### src/rtl/life_pkg.sv
// life_pkg
//   Shared definitions for the Game-of-Life engine: board geometry, FSM
//   state type and the cell-index helper that maps (row, col) onto the
//   quadrant-packed board bit layout.
//   Layout: col = {qx, c[1:0]}, row = {qy, r[1:0]},
//           bit = {qx,qy}*16 + c*4 + r.
package life_pkg;

    localparam int BOARD_W = 8;
    localparam int CELLS   = 64;

    typedef enum logic [1:0] {
        IDLE    = 2'd0,
        COMPUTE = 2'd1,
        COMMIT  = 2'd2
    } state_t;

    // Row/col are taken as plain integers so callers can pass r-1 / c+1
    // directly; keeping only the low three bits gives the mod-8 torus wrap
    // (two's complement makes -1 land on 7).
    function automatic logic [5:0] cell_idx(input int row, input int col);
        logic [2:0] r;
        logic [2:0] c;
        r = 3'(row);
        c = 3'(col);
        return {c[2], r[2], c[1:0], r[1:0]};
    endfunction

endpackage

### src/rtl/life_cell_rule.sv
// life_cell_rule
//   Combinational B3/S23 rule for one cell.
//   Ports:
//     nbr        in  8  the eight neighbour cells (any order)
//     self_alive in  1  current state of the cell
//     next_alive out 1  state of the cell in the next generation
module life_cell_rule (
    input  logic [7:0] nbr,
    input  logic       self_alive,
    output logic       next_alive
);

    logic [3:0] count;

    always_comb begin
        count = '0;
        for (int i = 0; i < 8; i++) begin
            count = count + 4'(nbr[i]);
        end
    end

    // Born with exactly three neighbours; survives with two or three.
    assign next_alive = (count == 4'd3) | (self_alive & (count == 4'd2));

endmodule

### src/rtl/life_engine.sv
// life_engine
//   Game-of-Life generation engine on an 8x8 toroidal board. Holds the
//   current and previous generation for the renderer and computes new
//   generations serially, one cell per clock, into a shadow board that is
//   committed in a single cycle.
//   Ports:
//     clk         in  1   system/pixel clock
//     rst_n       in  1   synchronous active-low reset
//     frame_start in  1   pulse at start of vertical blank
//     run         in  1   free-run at GEN_DIV frames per generation
//     step        in  1   pulse: one generation (only when run=0)
//     load        in  1   pulse: replace board with seed
//     seed        in  64  board image in internal layout
//     array_pos   in  2   quadrant select {qx,qy}
//     alive       out 16  current generation, selected quadrant
//     alive_prev  out 16  previous generation, selected quadrant
//     busy        out 1   high while computing or committing
//     generation  out 16  generation counter
module life_engine
    import life_pkg::*;
#(
    parameter int GEN_DIV = 60
) (
    input  logic             clk,
    input  logic             rst_n,
    input  logic             frame_start,
    input  logic             run,
    input  logic             step,
    input  logic             load,
    input  logic [CELLS-1:0] seed,
    input  logic [1:0]       array_pos,
    output logic [15:0]      alive,
    output logic [15:0]      alive_prev,
    output logic             busy,
    output logic [15:0]      generation
);

    localparam int CNT_W = (GEN_DIV > 1) ? $clog2(GEN_DIV) : 1;
    localparam logic [CNT_W-1:0] CNT_LAST = CNT_W'(GEN_DIV - 1);

    logic [CELLS-1:0] cur;
    logic [CELLS-1:0] prev;
    logic [CELLS-1:0] shadow;
    logic [15:0]      gen;
    logic [5:0]       idx;
    logic [CNT_W-1:0] frame_cnt;
    state_t           state;

    logic             tick;
    logic [7:0]       nbr;
    logic             next_alive;
    int               row_i;
    int               col_i;

    // Generation tick: frame divider in free-run, manual step otherwise.
    always_comb begin
        tick = 1'b0;
        if (run) begin
            tick = frame_start && (frame_cnt == CNT_LAST);
        end else begin
            tick = step;
        end
    end

    always_ff @(posedge clk) begin
        if (!rst_n || load || !run) begin
            frame_cnt <= '0;
        end else if (frame_start) begin
            frame_cnt <= (frame_cnt == CNT_LAST) ? '0 : frame_cnt + CNT_W'(1);
        end
    end

    // Neighbour gather for the cell under evaluation; idx is decoded back
    // into (row, col) and the eight wrapped neighbours are picked from cur.
    assign row_i = int'({idx[4], idx[1:0]});
    assign col_i = int'({idx[5], idx[3:2]});

    assign nbr = {
        cur[cell_idx(row_i - 1, col_i - 1)], cur[cell_idx(row_i - 1, col_i)],
        cur[cell_idx(row_i - 1, col_i + 1)], cur[cell_idx(row_i, col_i - 1)],
        cur[cell_idx(row_i, col_i + 1)],     cur[cell_idx(row_i + 1, col_i - 1)],
        cur[cell_idx(row_i + 1, col_i)],     cur[cell_idx(row_i + 1, col_i + 1)]
    };

    life_cell_rule u_rule (
        .nbr        (nbr),
        .self_alive (cur[idx]),
        .next_alive (next_alive)
    );

    // Sequencer: load aborts any in-flight generation without committing.
    always_ff @(posedge clk) begin
        if (!rst_n) begin
            cur    <= '0;
            prev   <= '0;
            shadow <= '0;
            gen    <= '0;
            idx    <= '0;
            state  <= IDLE;
        end else if (load) begin
            cur   <= seed;
            prev  <= seed;
            gen   <= '0;
            idx   <= '0;
            state <= IDLE;
        end else begin
            case (state)
                IDLE: begin
                    if (tick) begin
                        idx   <= '0;
                        state <= COMPUTE;
                    end
                end
                COMPUTE: begin
                    shadow[idx] <= next_alive;
                    idx         <= idx + 6'd1;
                    if (idx == 6'd63) begin
                        state <= COMMIT;
                    end
                end
                COMMIT: begin
                    prev  <= cur;
                    cur   <= shadow;
                    gen   <= gen + 16'd1;
                    state <= IDLE;
                end
                default: state <= IDLE;
            endcase
        end
    end

    // Renderer readback is combinational so it lines up with its pixel.
    assign alive      = cur[{array_pos, 4'b0000} +: 16];
    assign alive_prev = prev[{array_pos, 4'b0000} +: 16];
    assign busy       = (state != IDLE);
    assign generation = gen;

endmodule
### config.mk
export PLATFORM = sky130hd
export DESIGN_NAME = life_engine
export DESIGN_NICKNAME = d
export VERILOG_FILES = /design/src/rtl/life_pkg.sv /design/src/rtl/life_cell_rule.sv /design/src/rtl/life_engine.sv
export SDC_FILE = /design/constraint.sdc
export NUM_CORES = 1
export LEC_CHECK = 0
export ABC_AREA = 1
export CORE_MARGIN = 5
export CORE_UTILIZATION = 62
export CTS_BUF_LIST = sky130_fd_sc_hd__clkbuf_4 sky130_fd_sc_hd__clkbuf_8 sky130_fd_sc_hd__clkbuf_16
export CTS_CLUSTER_SIZE = 30
export DETAILED_ROUTE_END_ITERATION = 8
export PLACE_DENSITY = 0.95
export SLEW_MARGIN = 20
export SYNTH_ARGS = -nofsm -noshare
export SYNTH_HDL_FRONTEND = slang
export SYNTH_SLANG_ARGS = --single-unit
### constraint.sdc
create_clock -name clk -period 13.4 [get_ports clk]
set_input_delay 4.02 -clock clk [delete_from_list [all_inputs] [get_ports clk]]
set_output_delay 4.02 -clock clk [all_outputs]
set_load 0.02 [all_outputs]
==> impl_results.html <==
<table>
<tr><th>Metric</th><th>Value</th></tr>
<tr><th colspan="2">Status</th></tr>
<tr><td>Status</td><td>finished, final reports clean</td></tr>
<tr><th colspan="2">GRT</th></tr>
<tr><td>GRT Total Usage</td><td>0.388</td></tr>
<tr><td>Total congestion overflow after global routing</td><td>0</td></tr>
<tr><td>Wire length of the first global-routing pass</td><td>68.8 mm</td></tr>
<tr><td>Number of antenna violations at the first check in global routing</td><td>1</td></tr>
<tr><td>Largest net degree at the start of global routing</td><td>148</td></tr>
<tr><td>Vias in the first global route</td><td>approximately 12000</td></tr>
<tr><th colspan="2">Yosys</th></tr>
<tr><td>Post-Synthesis Net Count</td><td>1956</td></tr>
<tr><td>Mux share of post-synthesis cell area</td><td>0</td></tr>
<tr><td>Most common cell in the synthesized netlist</td><td>sky130_fd_sc_hd__nand2_1</td></tr>
<tr><td>Number of enable flip-flop cells after synthesis</td><td>0</td></tr>
<tr><td>Synth area leader</td><td>sky130_fd_sc_hd__dfxtp_1</td></tr>
<tr><td>Compound-cell area share of the yosys netlist</td><td>0.271</td></tr>
<tr><td>Area share of the largest cell type after synthesis</td><td>0.363</td></tr>
<tr><td>Fraction of synthesized cell area in xor and xnor cells</td><td>0.00501</td></tr>
<tr><td>Number of synthesized register bits</td><td>222</td></tr>
<tr><td>Simple-gate share of the synthesized area</td><td>0.272</td></tr>
<tr><td>Syn Std Cell Area</td><td>roughly 12000 µm²</td></tr>
<tr><td>Share of async-settable or async-resettable flops after synthesis</td><td>0</td></tr>
<tr><td>Ranking of synthesized cells by area</td><td>sky130_fd_sc_hd__dfxtp_1, sky130_fd_sc_hd__nand2_1, sky130_fd_sc_hd__o21ai_0</td></tr>
<tr><td>Most instantiated cells after synthesis</td><td>sky130_fd_sc_hd__nand2_1, sky130_fd_sc_hd__o21ai_0, sky130_fd_sc_hd__dfxtp_1</td></tr>
<tr><td>Synth Area per Inst</td><td>6.54 µm²</td></tr>
<tr><td>Dominant combinational cell family by area after synthesis</td><td>simple AND/OR/NAND/NOR gates</td></tr>
<tr><td>Synth Area in Adders</td><td>0.0157</td></tr>
<tr><td>Most used flip-flop cell after synthesis</td><td>sky130_fd_sc_hd__dfxtp_1</td></tr>
<tr><td>Syn Inst Count</td><td>1871</td></tr>
<tr><td>Seq/Total Area, Yosys</td><td>0.363</td></tr>
<tr><td>Number of library cell types mapped by synthesis</td><td>39</td></tr>
<tr><td>Warnings from Yosys</td><td>0</td></tr>
<tr><th colspan="2">Floorplan</th></tr>
<tr><td>Die span in x</td><td>around 150 µm</td></tr>
<tr><td># IOs</td><td>121</td></tr>
<tr><td>Starting density of the core</td><td>0.629</td></tr>
<tr><td>Std-Cell Rows</td><td>51</td></tr>
<tr><td>Die Ht</td><td>roughly 150 µm</td></tr>
<tr><td>DIE AREA</td><td>roughly 23000 µm²</td></tr>
<tr><td>Std-Cell Core Area</td><td>19500 µm²</td></tr>
<tr><th colspan="2">Worst hold path</th></tr>
<tr><td>Worst Hold Class</td><td>reg -&gt; reg</td></tr>
<tr><td>Hold Crit Depth</td><td>2</td></tr>
<tr><th colspan="2">CTS</th></tr>
<tr><td>Clock Latency Late Sink</td><td>550 ps</td></tr>
<tr><td>Number of buffers created by CTS</td><td>23</td></tr>
<tr><td>Root cell of the clock tree</td><td>sky130_fd_sc_hd__clkbuf_16</td></tr>
<tr><td>Reg clk slew, reported paths</td><td>70 ps</td></tr>
<tr><td>Cts-stage hold buffer count</td><td>0</td></tr>
<tr><td>TritonCTS sink count</td><td>around 220</td></tr>
<tr><td>H-tree Lvls</td><td>1</td></tr>
<tr><td>Post CTS Setup Buffer Count</td><td>0</td></tr>
<tr><td>CTS tree</td><td>built</td></tr>
<tr><td>Resized cells post-CTS</td><td>0</td></tr>
<tr><td>Max Buffers Root-to-Sink</td><td>3</td></tr>
<tr><th colspan="2">Critical path</th></tr>
<tr><td>Kind of launch point of the worst setup path</td><td>input port</td></tr>
<tr><td>R2R depth</td><td>24</td></tr>
<tr><td>Cell family contributing the most delay on the critical path</td><td>buffers and inverters</td></tr>
<tr><td>Critical path capture point type</td><td>output port</td></tr>
<tr><td>CP max-delay cell</td><td>sky130_fd_sc_hd__clkinv_1</td></tr>
<tr><td>Max Fanout on Critical Path</td><td>42</td></tr>
<tr><td>Cell depth of the worst setup path</td><td>6</td></tr>
<tr><td>Category of the critical setup timing path</td><td>in -&gt; out</td></tr>
<tr><td>Worst path cell trace</td><td>clkdlybuf4s50_1 &gt; clkinv_1 &gt; o21ai_0 &gt; a21oi_1 &gt; a21oi_1 &gt; clkdlybuf4s50_1</td></tr>
<tr><td>Worst path max stage delay</td><td>1110 ps</td></tr>
<tr><td>Req. time, crit path</td><td>9380 ps</td></tr>
<tr><td>FF-to-FF setup slack</td><td>between 5000 and 6000 ps</td></tr>
<tr><td>Data arrival time at the worst-slack endpoint</td><td>~7400 ps</td></tr>
<tr><td>Number of buffer and inverter instances along the worst setup path</td><td>3</td></tr>
<tr><th colspan="2">Final layout</th></tr>
<tr><td>Post-synthesis to final-layout area growth</td><td>14.9%</td></tr>
<tr><td># fillers</td><td>1567</td></tr>
<tr><td>Fin util</td><td>0.723</td></tr>
<tr><td>Final Non-Filler Cells</td><td>2168</td></tr>
<tr><td>Total number of nets in the final design</td><td>1970</td></tr>
<tr><td>Layout cells sized above 1</td><td>0.0405</td></tr>
<tr><th colspan="2">STA</th></tr>
<tr><td>Setup Total Neg Slack</td><td>0 ps</td></tr>
<tr><td>RSZ-0062 raised after global routing</td><td>no</td></tr>
<tr><td>Max Slew Vio Count</td><td>0</td></tr>
<tr><td>Maximum clock frequency</td><td>between 80 and 90 MHz</td></tr>
<tr><td>Final Hold Slack</td><td>481 ps</td></tr>
<tr><td>Worst Max-Slew Pin Slew</td><td>1110 ps</td></tr>
<tr><td>Rel. slew slack</td><td>0.259</td></tr>
<tr><td>Largest clock skew in the final design</td><td>around 18 ps</td></tr>
<tr><td>Final-report setup violation count</td><td>0</td></tr>
<tr><td>Number of endpoints with negative hold slack in the final report</td><td>0</td></tr>
<tr><td>Final cycle utilization of the critical path</td><td>0.854</td></tr>
<tr><td>Crit path time final</td><td>11440 ps</td></tr>
<tr><th colspan="2">Power and ir drop</th></tr>
<tr><td>Portion of total power attributed to combinational logic</td><td>0.168</td></tr>
<tr><td>Worst vdd rail ir drop</td><td>96.4 µV</td></tr>
<tr><td>Internal Power</td><td>1.21 mW</td></tr>
<tr><td>Power spent charging and discharging nets</td><td>0.519 mW</td></tr>
<tr><td>Leakage power</td><td>5.22 nW</td></tr>
<tr><td>Total power divided by cell area</td><td>between 100 and 150 nW/µm²</td></tr>
<tr><td>Share of total power in the clock network</td><td>0.408</td></tr>
<tr><td>Switch share</td><td>0.300</td></tr>
<tr><td>Sequential share of power</td><td>0.424</td></tr>
<tr><th colspan="2">Placement</th></tr>
<tr><td>RePlAce Congestion</td><td>between 0.9 and 1</td></tr>
<tr><td>Detail Placement HPWL</td><td>30.8 mm</td></tr>
<tr><td>Post-Place Cells</td><td>~2100</td></tr>
<tr><td>Number of port buffers</td><td>120</td></tr>
<tr><th colspan="2">Drt</th></tr>
<tr><td>Number of vias in the routed layout</td><td>13900</td></tr>
<tr><td>Total Wirelength</td><td>45.1 mm</td></tr>
<tr><td>Routed length per placed instance</td><td>between 20 and 25 µm</td></tr>
<tr><td>DR iter-0 viols</td><td>2145</td></tr>
<tr><td>Vias/cell</td><td>6.42</td></tr>
<tr><td>DRC viols</td><td>0</td></tr>
<tr><td>Final antenna-violating net count</td><td>0</td></tr>
<tr><td>First-pass iteration count of the detailed router</td><td>6</td></tr>
<tr><th colspan="2">Job</th></tr>
<tr><td>Max-Cap Viols</td><td>0</td></tr>
</table>
-- flip-flops by register name, summed over array words and instances, names as in the netlist --
register / flops
cur: 64
prev: 64
shadow: 64
generation: 16
frame_cnt: 6
idx: 6
state: 2
-- cells by family after synthesis --
family,count (synthesis)
and+or+nand+nor,836
AOI/OAI and AO/OA,577
DFF,222
buffers and inverters,216
adders and majority gates,13
xor gates and xnor gates,7
-- through the flow --
| step | power, mW | instance area [µm²] | setup slack [ps] |
|---|---|---|---|
| after floorplan | 0.924 | 12200 | 4150 |
| after global placement | 1.02 | 13200 | 2420 |
| after detailed placement | 1.03 | 13200 | 2440 |
| after CTS | 1.71 | 14100 | 2410 |
| after global routing | 1.78 | 14100 | 1750 |
| final | 1.73 | 14100 | 1960 |
-- worst register-to-register path, stage by stage (launching register included) --
cell                       delay [ps]
sky130_fd_sc_hd__dfxtp_1          950
sky130_fd_sc_hd__inv_1            680
sky130_fd_sc_hd__ha_1             480
sky130_fd_sc_hd__buf_4            220
sky130_fd_sc_hd__inv_1            660
sky130_fd_sc_hd__o21ai_0          250
sky130_fd_sc_hd__o21ai_0          430
sky130_fd_sc_hd__nand2_1           90
sky130_fd_sc_hd__nand2_1           90
sky130_fd_sc_hd__nand2_1           40
sky130_fd_sc_hd__o21ai_0          100
sky130_fd_sc_hd__nand2_1           80
sky130_fd_sc_hd__nand2_1           70
sky130_fd_sc_hd__ha_1             220
sky130_fd_sc_hd__inv_1             80
sky130_fd_sc_hd__fa_1             420
sky130_fd_sc_hd__fa_1             550
sky130_fd_sc_hd__inv_1             60
sky130_fd_sc_hd__fa_1             440
sky130_fd_sc_hd__inv_1             90
sky130_fd_sc_hd__fa_1             410
sky130_fd_sc_hd__a211oi_1         460
sky130_fd_sc_hd__o21ai_4          380
sky130_fd_sc_hd__buf_4            380
sky130_fd_sc_hd__a21oi_1          260
-- cell usage in the layout (no fill, tap or decap), drive strengths merged, types with 16 or more instances in the layout --
| master | netlist | routed |
|---|---|---|
| nand3 | 92 | 92 |
| nor2 | 213 | 213 |
| o21ai | 279 | 279 |
| o211ai | 16 | 16 |
| o22ai | 22 | 22 |
| clkbuf | 102 | 30 |
| nand2 | 498 | 498 |
| a31oi | 70 | 70 |
| inv | 72 | 70 |
| a311oi | 64 | 64 |
| a21oi | 120 | 120 |
| dfxtp | 222 | 222 |
| clkdlybuf4s50 | 0 | 117 |
-- metal layers --
layer,GRT usage,up-vias,part of all wire,wire length (µm)
li1,-,6452,-,-
met1,0.506,6351,0.38,17200
met2,0.595,924,0.43,19400
met3,0.0927,187,0.13,5680
met4,0.210,0,0.062,2810
met5,0,-,0,0
-- power by group through the flow --
stage | Sequential (mW) | Combinational (mW) | Clock (mW)
after floorplan | 0.718 | 0.206 | 0
after global placement | 0.744 | 0.275 | 0
after detailed placement | 0.743 | 0.282 | 0
after CTS | 0.729 | 0.284 | 0.702
after global routing | 0.732 | 0.317 | 0.728
final | 0.733 | 0.290 | 0.706
-- path summary, 6_finish.rpt --
kind | start | endpoint
setup reg to reg | idx[1]$_SDFFE_PP0P_ | shadow[18]$_SDFFE_PN0P_
hold / removal | shadow[45]$_SDFFE_PN0P_ | cur[45]$_SDFFE_PN0P_
setup / recovery | array_pos[1] | alive[1]
hold reg to reg | shadow[45]$_SDFFE_PN0P_ | cur[45]$_SDFFE_PN0P_
-- final cells by class --
cell class	instances	area (µm²)	area share
multi-input cells	1433	6900	0.491
flip-flops and latches	222	4450	0.316
repair buffers	132	1280	0.0907
clock buffers	30	653	0.0464
well taps	265	332	0.0236
inverters	73	282	0.0200
clock inverters	12	178	0.0126
diodes	1	2.50	0.000178
Note: power is estimated with default switching activity, not from simulation.
